$ cat src/rtl/uart_pkg.sv
// Shared UART types: frame configuration, receiver states and per-word error flags.
package uart_pkg;

  localparam int unsigned UART_MIN_DBITS = 5;

  typedef enum logic [1:0] {
    PAR_NONE = 2'b00,
    PAR_EVEN = 2'b01,
    PAR_ODD  = 2'b10
  } parity_e;

  typedef enum logic [2:0] {
    RX_IDLE,
    RX_START,
    RX_DATA,
    RX_PARITY,
    RX_STOP,
    RX_WAIT_HI
  } rx_state_e;

  typedef struct packed {
    logic brk;
    logic frm;
    logic par;
  } rx_err_t;

  // The reserved encoding 2'b11 behaves as no parity.
  function automatic parity_e decode_parity(input logic [1:0] cfg);
    case (cfg)
      2'b01:   return PAR_EVEN;
      2'b10:   return PAR_ODD;
      default: return PAR_NONE;
    endcase
  endfunction

endpackage

$ cat src/rtl/uart_fifo.sv
// Generic synchronous first-word fall-through FIFO; head is read straight from storage.
module uart_fifo #(
  parameter int unsigned WIDTH  = 11,
  parameter int unsigned ADDR_W = 2
) (
  input  logic             clk,
  input  logic             reset_n,
  input  logic             i_wr,
  input  logic [WIDTH-1:0] i_wdata,
  input  logic             i_rd,
  output logic [WIDTH-1:0] o_rdata,
  output logic             o_empty,
  output logic             o_full
);

  localparam int unsigned DEPTH = 2 ** ADDR_W;

  logic [WIDTH-1:0] r_mem [DEPTH];
  logic [ADDR_W:0]  r_wptr;
  logic [ADDR_W:0]  r_rptr;
  logic             w_do_wr;
  logic             w_do_rd;

  assign o_empty = (r_wptr == r_rptr);
  assign o_full  = (r_wptr[ADDR_W] != r_rptr[ADDR_W]) &&
                   (r_wptr[ADDR_W-1:0] == r_rptr[ADDR_W-1:0]);

  // A pop frees the head slot in the same cycle, so a full FIFO can still accept a push.
  assign w_do_wr = i_wr && (!o_full || i_rd);
  assign w_do_rd = i_rd && !o_empty;

  assign o_rdata = r_mem[r_rptr[ADDR_W-1:0]];

  always_ff @(posedge clk or negedge reset_n) begin
    if (!reset_n) begin
      r_wptr <= '0;
      r_rptr <= '0;
      for (int unsigned i = 0; i < DEPTH; i++) begin
        r_mem[i] <= '0;
      end
    end else begin
      if (w_do_wr) begin
        r_mem[r_wptr[ADDR_W-1:0]] <= i_wdata;
        r_wptr                    <= r_wptr + 1'b1;
      end
      if (w_do_rd) begin
        r_rptr <= r_rptr + 1'b1;
      end
    end
  end

endmodule

$ cat src/rtl/uart_rx_ext.sv
// UART receiver with runtime frame format, baud tick generator and an RX FIFO
// holding {break, framing, parity, data} per received frame.
module uart_rx_ext
  import uart_pkg::*;
#(
  parameter int unsigned DATA_BITS   = 8,
  parameter int unsigned DVSR_WIDTH  = 11,
  parameter int unsigned OVRSAMPLING = 16,
  parameter int unsigned FIFO_WIDTH  = 2
) (
  input  logic                  clk,
  input  logic                  reset_n,
  input  logic [DVSR_WIDTH-1:0] dvsr,
  input  logic [1:0]            cfg_dbits,
  input  logic [1:0]            cfg_parity,
  input  logic                  cfg_stop2,
  input  logic                  rx,
  input  logic                  rd_uart,
  output logic [DATA_BITS-1:0]  rd_data,
  output logic [2:0]            rd_err,
  output logic                  rx_empty,
  output logic                  rx_full,
  output logic                  overrun,
  input  logic                  clr_overrun
);

  localparam int unsigned S_W    = $clog2(OVRSAMPLING);
  localparam int unsigned S_HALF = OVRSAMPLING / 2 - 1;
  localparam int unsigned WORD_W = DATA_BITS + 3;

  logic [1:0]            r_rx_sync;
  logic                  w_rx;
  logic [DVSR_WIDTH-1:0] r_tick_cnt;
  logic                  w_tick;

  rx_state_e             r_state,       w_state_nxt;
  logic [S_W-1:0]        r_s,           w_s_nxt;
  logic [2:0]            r_n,           w_n_nxt;
  logic [DATA_BITS-1:0]  r_data,        w_data_nxt;
  logic [1:0]            r_dbits,       w_dbits_nxt;
  parity_e               r_par,         w_par_nxt;
  logic                  r_stop2,       w_stop2_nxt;
  logic                  r_stop_idx,    w_stop_idx_nxt;
  logic                  r_par_bit,     w_par_bit_nxt;
  logic                  r_par_err,     w_par_err_nxt;
  logic                  r_frm,         w_frm_nxt;
  logic                  r_stop1_low,   w_stop1_low_nxt;
  logic                  r_push,        w_push_nxt;
  logic [DATA_BITS-1:0]  r_word_data,   w_word_data_nxt;
  rx_err_t               r_word_err,    w_word_err_nxt;
  logic                  r_overrun;

  logic [2:0]            w_last_idx;
  logic [3:0]            w_shamt;
  logic [DATA_BITS-1:0]  w_justified;
  logic                  w_stop1_low_final;
  logic                  w_frm_final;
  logic                  w_brk;
  logic [WORD_W-1:0]     w_head;
  logic                  w_full;
  logic                  w_empty;

  assign w_rx = r_rx_sync[1];

  always_ff @(posedge clk or negedge reset_n) begin
    if (!reset_n) begin
      r_rx_sync <= '1;
    end else begin
      r_rx_sync <= {r_rx_sync[0], rx};
    end
  end

  // >= rather than == so a dvsr lowered mid-count cannot leave the counter above it.
  assign w_tick = (r_tick_cnt >= dvsr);

  always_ff @(posedge clk or negedge reset_n) begin
    if (!reset_n) begin
      r_tick_cnt <= '0;
    end else if (w_tick) begin
      r_tick_cnt <= '0;
    end else begin
      r_tick_cnt <= r_tick_cnt + 1'b1;
    end
  end

  assign w_last_idx        = {1'b0, r_dbits} + 3'(UART_MIN_DBITS - 1);
  assign w_shamt           = 4'(DATA_BITS - UART_MIN_DBITS) - {2'b00, r_dbits};
  // Bits were shifted in from the MSB end; align the received word to bit 0.
  assign w_justified       = r_data >> w_shamt;
  assign w_stop1_low_final = r_stop2 ? r_stop1_low : !w_rx;
  assign w_frm_final       = r_frm || !w_rx;
  assign w_brk             = (r_data == '0) && ((r_par == PAR_NONE) || !r_par_bit) &&
                             w_stop1_low_final;

  always_ff @(posedge clk or negedge reset_n) begin
    if (!reset_n) begin
      r_state     <= RX_IDLE;
      r_s         <= '0;
      r_n         <= '0;
      r_data      <= '0;
      r_dbits     <= '0;
      r_par       <= PAR_NONE;
      r_stop2     <= 1'b0;
      r_stop_idx  <= 1'b0;
      r_par_bit   <= 1'b0;
      r_par_err   <= 1'b0;
      r_frm       <= 1'b0;
      r_stop1_low <= 1'b0;
      r_push      <= 1'b0;
      r_word_data <= '0;
      r_word_err  <= '0;
    end else begin
      r_state     <= w_state_nxt;
      r_s         <= w_s_nxt;
      r_n         <= w_n_nxt;
      r_data      <= w_data_nxt;
      r_dbits     <= w_dbits_nxt;
      r_par       <= w_par_nxt;
      r_stop2     <= w_stop2_nxt;
      r_stop_idx  <= w_stop_idx_nxt;
      r_par_bit   <= w_par_bit_nxt;
      r_par_err   <= w_par_err_nxt;
      r_frm       <= w_frm_nxt;
      r_stop1_low <= w_stop1_low_nxt;
      r_push      <= w_push_nxt;
      r_word_data <= w_word_data_nxt;
      r_word_err  <= w_word_err_nxt;
    end
  end

  always_comb begin
    w_state_nxt     = r_state;
    w_s_nxt         = r_s;
    w_n_nxt         = r_n;
    w_data_nxt      = r_data;
    w_dbits_nxt     = r_dbits;
    w_par_nxt       = r_par;
    w_stop2_nxt     = r_stop2;
    w_stop_idx_nxt  = r_stop_idx;
    w_par_bit_nxt   = r_par_bit;
    w_par_err_nxt   = r_par_err;
    w_frm_nxt       = r_frm;
    w_stop1_low_nxt = r_stop1_low;
    w_push_nxt      = 1'b0;
    w_word_data_nxt = r_word_data;
    w_word_err_nxt  = r_word_err;

    case (r_state)
      RX_IDLE: begin
        if (!w_rx) begin
          w_state_nxt     = RX_START;
          w_s_nxt         = '0;
          w_n_nxt         = '0;
          w_data_nxt      = '0;
          w_dbits_nxt     = cfg_dbits;
          w_par_nxt       = decode_parity(cfg_parity);
          w_stop2_nxt     = cfg_stop2;
          w_stop_idx_nxt  = 1'b0;
          w_par_bit_nxt   = 1'b0;
          w_par_err_nxt   = 1'b0;
          w_frm_nxt       = 1'b0;
          w_stop1_low_nxt = 1'b0;
        end
      end

      RX_START: begin
        if (w_tick) begin
          if (r_s == S_W'(S_HALF)) begin
            w_s_nxt     = '0;
            w_state_nxt = w_rx ? RX_IDLE : RX_DATA;
          end else begin
            w_s_nxt = r_s + 1'b1;
          end
        end
      end

      RX_DATA: begin
        if (w_tick) begin
          if (r_s == '1) begin
            w_s_nxt    = '0;
            w_data_nxt = {w_rx, r_data[DATA_BITS-1:1]};
            if (r_n == w_last_idx) begin
              w_state_nxt = (r_par == PAR_NONE) ? RX_STOP : RX_PARITY;
            end else begin
              w_n_nxt = r_n + 1'b1;
            end
          end else begin
            w_s_nxt = r_s + 1'b1;
          end
        end
      end

      RX_PARITY: begin
        if (w_tick) begin
          if (r_s == '1) begin
            w_s_nxt       = '0;
            w_par_bit_nxt = w_rx;
            // Unreceived positions of r_data are still zero, so the full-width XOR is exact.
            w_par_err_nxt = ((^r_data) ^ w_rx) != (r_par == PAR_ODD);
            w_state_nxt   = RX_STOP;
          end else begin
            w_s_nxt = r_s + 1'b1;
          end
        end
      end

      RX_STOP: begin
        if (w_tick) begin
          if (r_s == '1) begin
            w_s_nxt = '0;
            if (r_stop2 && !r_stop_idx) begin
              w_stop_idx_nxt  = 1'b1;
              w_stop1_low_nxt = !w_rx;
              w_frm_nxt       = !w_rx;
            end else begin
              w_push_nxt      = 1'b1;
              w_word_data_nxt = w_justified;
              w_word_err_nxt  = '{brk: w_brk, frm: w_frm_final, par: r_par_err};
              w_state_nxt     = w_frm_final ? RX_WAIT_HI : RX_IDLE;
            end
          end else begin
            w_s_nxt = r_s + 1'b1;
          end
        end
      end

      RX_WAIT_HI: begin
        if (w_rx) begin
          w_state_nxt = RX_IDLE;
        end
      end

      default: begin
        w_state_nxt = RX_IDLE;
      end
    endcase
  end

  uart_fifo #(
    .WIDTH  (WORD_W),
    .ADDR_W (FIFO_WIDTH)
  ) u_fifo (
    .clk     (clk),
    .reset_n (reset_n),
    .i_wr    (r_push),
    .i_wdata ({r_word_err, r_word_data}),
    .i_rd    (rd_uart),
    .o_rdata (w_head),
    .o_empty (w_empty),
    .o_full  (w_full)
  );

  // A new overrun takes priority over a same-cycle clear.
  always_ff @(posedge clk or negedge reset_n) begin
    if (!reset_n) begin
      r_overrun <= 1'b0;
    end else if (r_push && w_full && !rd_uart) begin
      r_overrun <= 1'b1;
    end else if (clr_overrun) begin
      r_overrun <= 1'b0;
    end
  end

  assign rd_data  = w_head[DATA_BITS-1:0];
  assign rd_err   = w_head[DATA_BITS +: 3];
  assign rx_empty = w_empty;
  assign rx_full  = w_full;
  assign overrun  = r_overrun;

endmodule

$ cat config.mk
export PLATFORM = sky130hd
export DESIGN_NAME = uart_rx_ext
export DESIGN_NICKNAME = d
export VERILOG_FILES = /design/src/rtl/uart_pkg.sv /design/src/rtl/uart_fifo.sv /design/src/rtl/uart_rx_ext.sv
export SDC_FILE = /design/constraint.sdc
export NUM_CORES = 1
export LEC_CHECK = 0
export ABC_AREA = 1
export BUFFER_PORTS_ARGS = -buffer_cell sky130_fd_sc_hd__buf_2
export CAP_MARGIN = 15
export CORE_ASPECT_RATIO = 1.5
export CORE_MARGIN = 4
export CORE_UTILIZATION = 35
export DETAILED_ROUTE_END_ITERATION = 6
export GPL_TIMING_DRIVEN = 1
export SLEW_MARGIN = 0
export SYNTH_ARGS = -nofsm -noshare
export SYNTH_HDL_FRONTEND = slang
export SYNTH_SLANG_ARGS = --single-unit
$ cat constraint.sdc
create_clock -name clk -period 3.2 [get_ports clk]
set_input_delay 0.32 -clock clk [delete_from_list [all_inputs] [get_ports clk]]
set_output_delay 0.32 -clock clk [all_outputs]
set_load 0.01 [all_outputs]
==> summary.md <==
| Metric | Value |
|---|---|
| Tot GR Track Use | `13.7%` |
| Synthesized area per cell | `8.28 sq um` |
| Reg clk slew, reported paths | `0.08 ns` |
| Status | `finished, violations left` |
| Commonest non-fill, non-tap cell in the layout | `nand2_1` |
| CTS Buffer Depth | `2` |
| Worst Skew | `0.0109 ns` |
| Syn Inst Count | `656` |
| Skew-Pair Late Insertion Delay | `0.35 ns` |
| Post-CTS Setup Bufs | `0` |
| First DRT Iteration DRCs | `203` |
| Max frequency | `0.457 GHz` |
| Max VDD drop | `0.000311 V` |
| Slowest CP cell | `or2_2` |
| Final worst-path cycle share | `68.4%` |
| Die ar. | `17,600 sq um` |
| Final Routed Wirelength | `11,100 um` |
| Xor/xnor share of the synthesized area | `1.93%` |
| Flop pwr share | `43.9%` |
| Failing checks | `negative hold slack` |
| Clk pwr share | `28.7%` |
| Commonest non-fill, non-tap cells in the layout | `nand2_1, dfrtp_1, o21ai_0` |
| Kind of end point of the critical path | `output port` |
| CP required | `2.88 ns` |
| Io pins | `35` |
| Worst setup endpoint | `rx_empty` |
| Nets@finish | `730` |
| Top cell type's share of synthesized area | `46.5%` |
| Input/output buffers | `34` |
| Dpl cells | `874` |
| Hold-fix buffers, CTS | `0` |
| Synth top area cells | `dfrtp_1, nand2_1, o21ai_0` |
| WL/cell | `12.5 um` |
| Fin crit period | `2.19 ns` |
| Setup TNS | `0 ns` |
| CP arrival | `1.87 ns` |
| Adder-cell share of the synthesized area | `5.30%` |
| CP peak stage delay | `0.33 ns` |
| Worst-Margin Slew | `0.666 ns` |
| Core area | `15,100 sq um` |
| Ys Warns | `0` |
| Number of global-route vias before repair | `4,194` |
| Psw | `1.35 mW` |
| Synth unique cells | `37` |
| Share of synthesized area occupied by flip-flops and latches | `47.5%` |
| DR DRC count | `0` |
| CTS Buf Count | `9` |
| Pin count of the biggest net entering global routing | `53` |
| RSZ-0062 raised after global routing | `no` |
| # diodes | `0` |
| Register-to-Register Path Depth | `10` |
| Chip Height | `161 um` |
| Cell Chain, Critical Path | `buf_4, inv_1, nand2_1, nand4_1, or2_2, inv_1, buf_2` |
| GRT overflow | `0` |
| Clock sink total | `103` |
| DRT Pass-1 Iters | `4` |
| #FFs+latches synth | `103` |
| CTS HTree Levels | `3` |
| Critical path class | `reg2out` |
| Post-Syn Area | `5430 sq um` |
| Antenna-violating nets left | `0` |
| Initial antenna violation count | `0` |
| Hpwl dp | `7870 um` |
| Max-cap violations | `0` |
| FP Rows | `55` |
| Compound-Gate Fraction of Synth Area | `16.3%` |
| Vias per inst | `4.73` |
| Clock root cell | `clkbuf_16` |
| Post_cts resized | `0` |
| Pwr dens | `609 nW/um^2` |
| Cell mode on critical path | `inv_1` |
| Sw Share | `36.7%` |
| Worst R2R Start | `r_tick_cnt[6]$_DFF_PN0_` |
| Async set-reset flop share out of synthesis | `100%` |
| Syn Nets | `700` |
| Main synth FF type | `dfrtp_1` |
| TritonCTS clock tree | `yes` |
| Int Pwr | `2.33 mW` |
| Via Count | `4,206` |
| Type of the worst min-delay path | `in2async` |
| Die width | `110 um` |
| R2r endpoint | `r_data[4]$_DFFE_PN0P_` |
| Cell type with the highest aggregate area in the netlist | `dfrtp_1` |
| EDFF count, synth | `0` |
| Final Max Tran Viols | `0` |
| Synth Area in Simple Gates | `20.8%` |
| Mux contribution to synthesized area | `0%` |
| Static Leak | `2.99 nW` |
| Placer Congestion | `0.794` |
| Post-route insts no fill | `890` |
| Combinational family with the most area after synthesis | `simple AND/OR/NAND/NOR gates` |
| Final setup fails | `0` |
| Comb power frac | `27.4%` |
| Starting density of the core | `35.9%` |
| CP max FO | `14` |
| Slew headroom | `55.6%` |
| Final Hold Viols | `3` |
| Worst setup path start | `u_fifo.r_rptr[1]$_DFFE_PN0P_` |
| First-pass GRT wire length | `19,500 um` |
| Area growth, synth to finish | `10.9%` |
| Crit path launch type | `register` |
| Share of cells above drive strength 1 | `14.3%` |
| Worst R2R Setup Slack | `1.15 ns` |
| Hold slack | `-0.00813 ns` |
cell type report:
cell class | instances | area, sq um
Fill cell | 1599 | 9110
Sequential cell | 103 | 2580
Multi-Input combinational cell | 454 | 2410
Inverter | 80 | 305
Tap cell | 199 | 249
Clock buffer | 10 | 229
Timing Repair Buffer | 38 | 203
Clock inverter | 6 | 53.8
logic make-up after synthesis:
| logic type | after synthesis |
|---|---|
| compound gates | 163 |
| fa+ha+maj | 23 |
| buf+inv | 99 |
| flops | 103 |
| simple gates | 256 |
| xor+xnor | 12 |
registers in the layout (all words and copies together) (netlist names), 4 cells and up:
name	cells
r_s	4
r_data	8
r_word_data	8
u_fifo.r_mem	44
r_tick_cnt	11
Yosys cell counts, types with 8 or more instances:
| library cell | number |
|---|---|
| o21ai_0 | 98 |
| ha_1 | 23 |
| a21oi_1 | 18 |
| nor2_1 | 45 |
| dfrtp_1 | 101 |
| nand2_1 | 158 |
| inv_2 | 8 |
| clkbuf_1 | 8 |
| o22ai_1 | 12 |
| o21ai_2 | 10 |
| nand3_1 | 15 |
| nor3_1 | 8 |
| o21ai_1 | 18 |
| inv_1 | 70 |
worst max-delay path, delay by kind of cell, from the launching register on:
| family | cells | cell delay, ns |
|---|---|---|
| flip-flops | 1 | 0.32 |
| AND/OR/NAND/NOR | 3 | 0.57 |
| buffers and inverters | 4 | 0.63 |
worst min-delay path by stage:
stage                                               to  slack (ns)  depth (start not counted)
after floorplan                    overrun$_DFFE_PN0P_        0.02                          0
after global placement          r_rx_sync[1]$_DFF_PN1_        0.35                          0
after detailed placement        r_rx_sync[1]$_DFF_PN1_        0.35                          0
after CTS                 u_fifo.r_rptr[2]$_DFFE_PN0P_        0.01                          1
after global routing      u_fifo.r_rptr[2]$_DFFE_PN0P_        0.05                          1
final                     u_fifo.r_rptr[2]$_DFFE_PN0P_      -0.008                          1
metrics by stage:
stage / power, mW / instance area (sq um) / util [%] / hold slack, ns / worst slack (ns)
after floorplan: 2.41 / 5430 / - / 0.0244 / 1.42
after global placement: 2.65 / 5750 / 38.0 / 0.347 / 1.17
after detailed placement: 2.66 / 5750 / 38.0 / 0.347 / 1.14
after CTS: 3.73 / 6030 / 39.8 / 0.0129 / 0.968
after global routing: 3.97 / 6030 / 39.8 / 0.0485 / 0.853
final: 3.67 / 6030 / 39.8 / -0.00813 / 1.01
layer usage:
layer  share of wire [%]  track usage, %  up-vias
li1                    -               -     2193
met1                  46            17.3     1960
met2                  50            23.5       41
met3                 2.2            1.73       12
met4                 1.6            5.33        0
met5                   0               0        -
power groups by stage:
| stage | logic, mW | registers (mW) | clock network, mW |
|---|---|---|---|
| after global placement | 1.01 | 1.63 | 0 |
| final | 1.01 | 1.61 | 1.05 |
| after global routing | 1.19 | 1.64 | 1.13 |
| after detailed placement | 1.02 | 1.64 | 0 |
| after CTS | 1.02 | 1.61 | 1.10 |
| after floorplan | 0.830 | 1.58 | 0 |
Note: power is estimated with default switching activity, not from simulation.
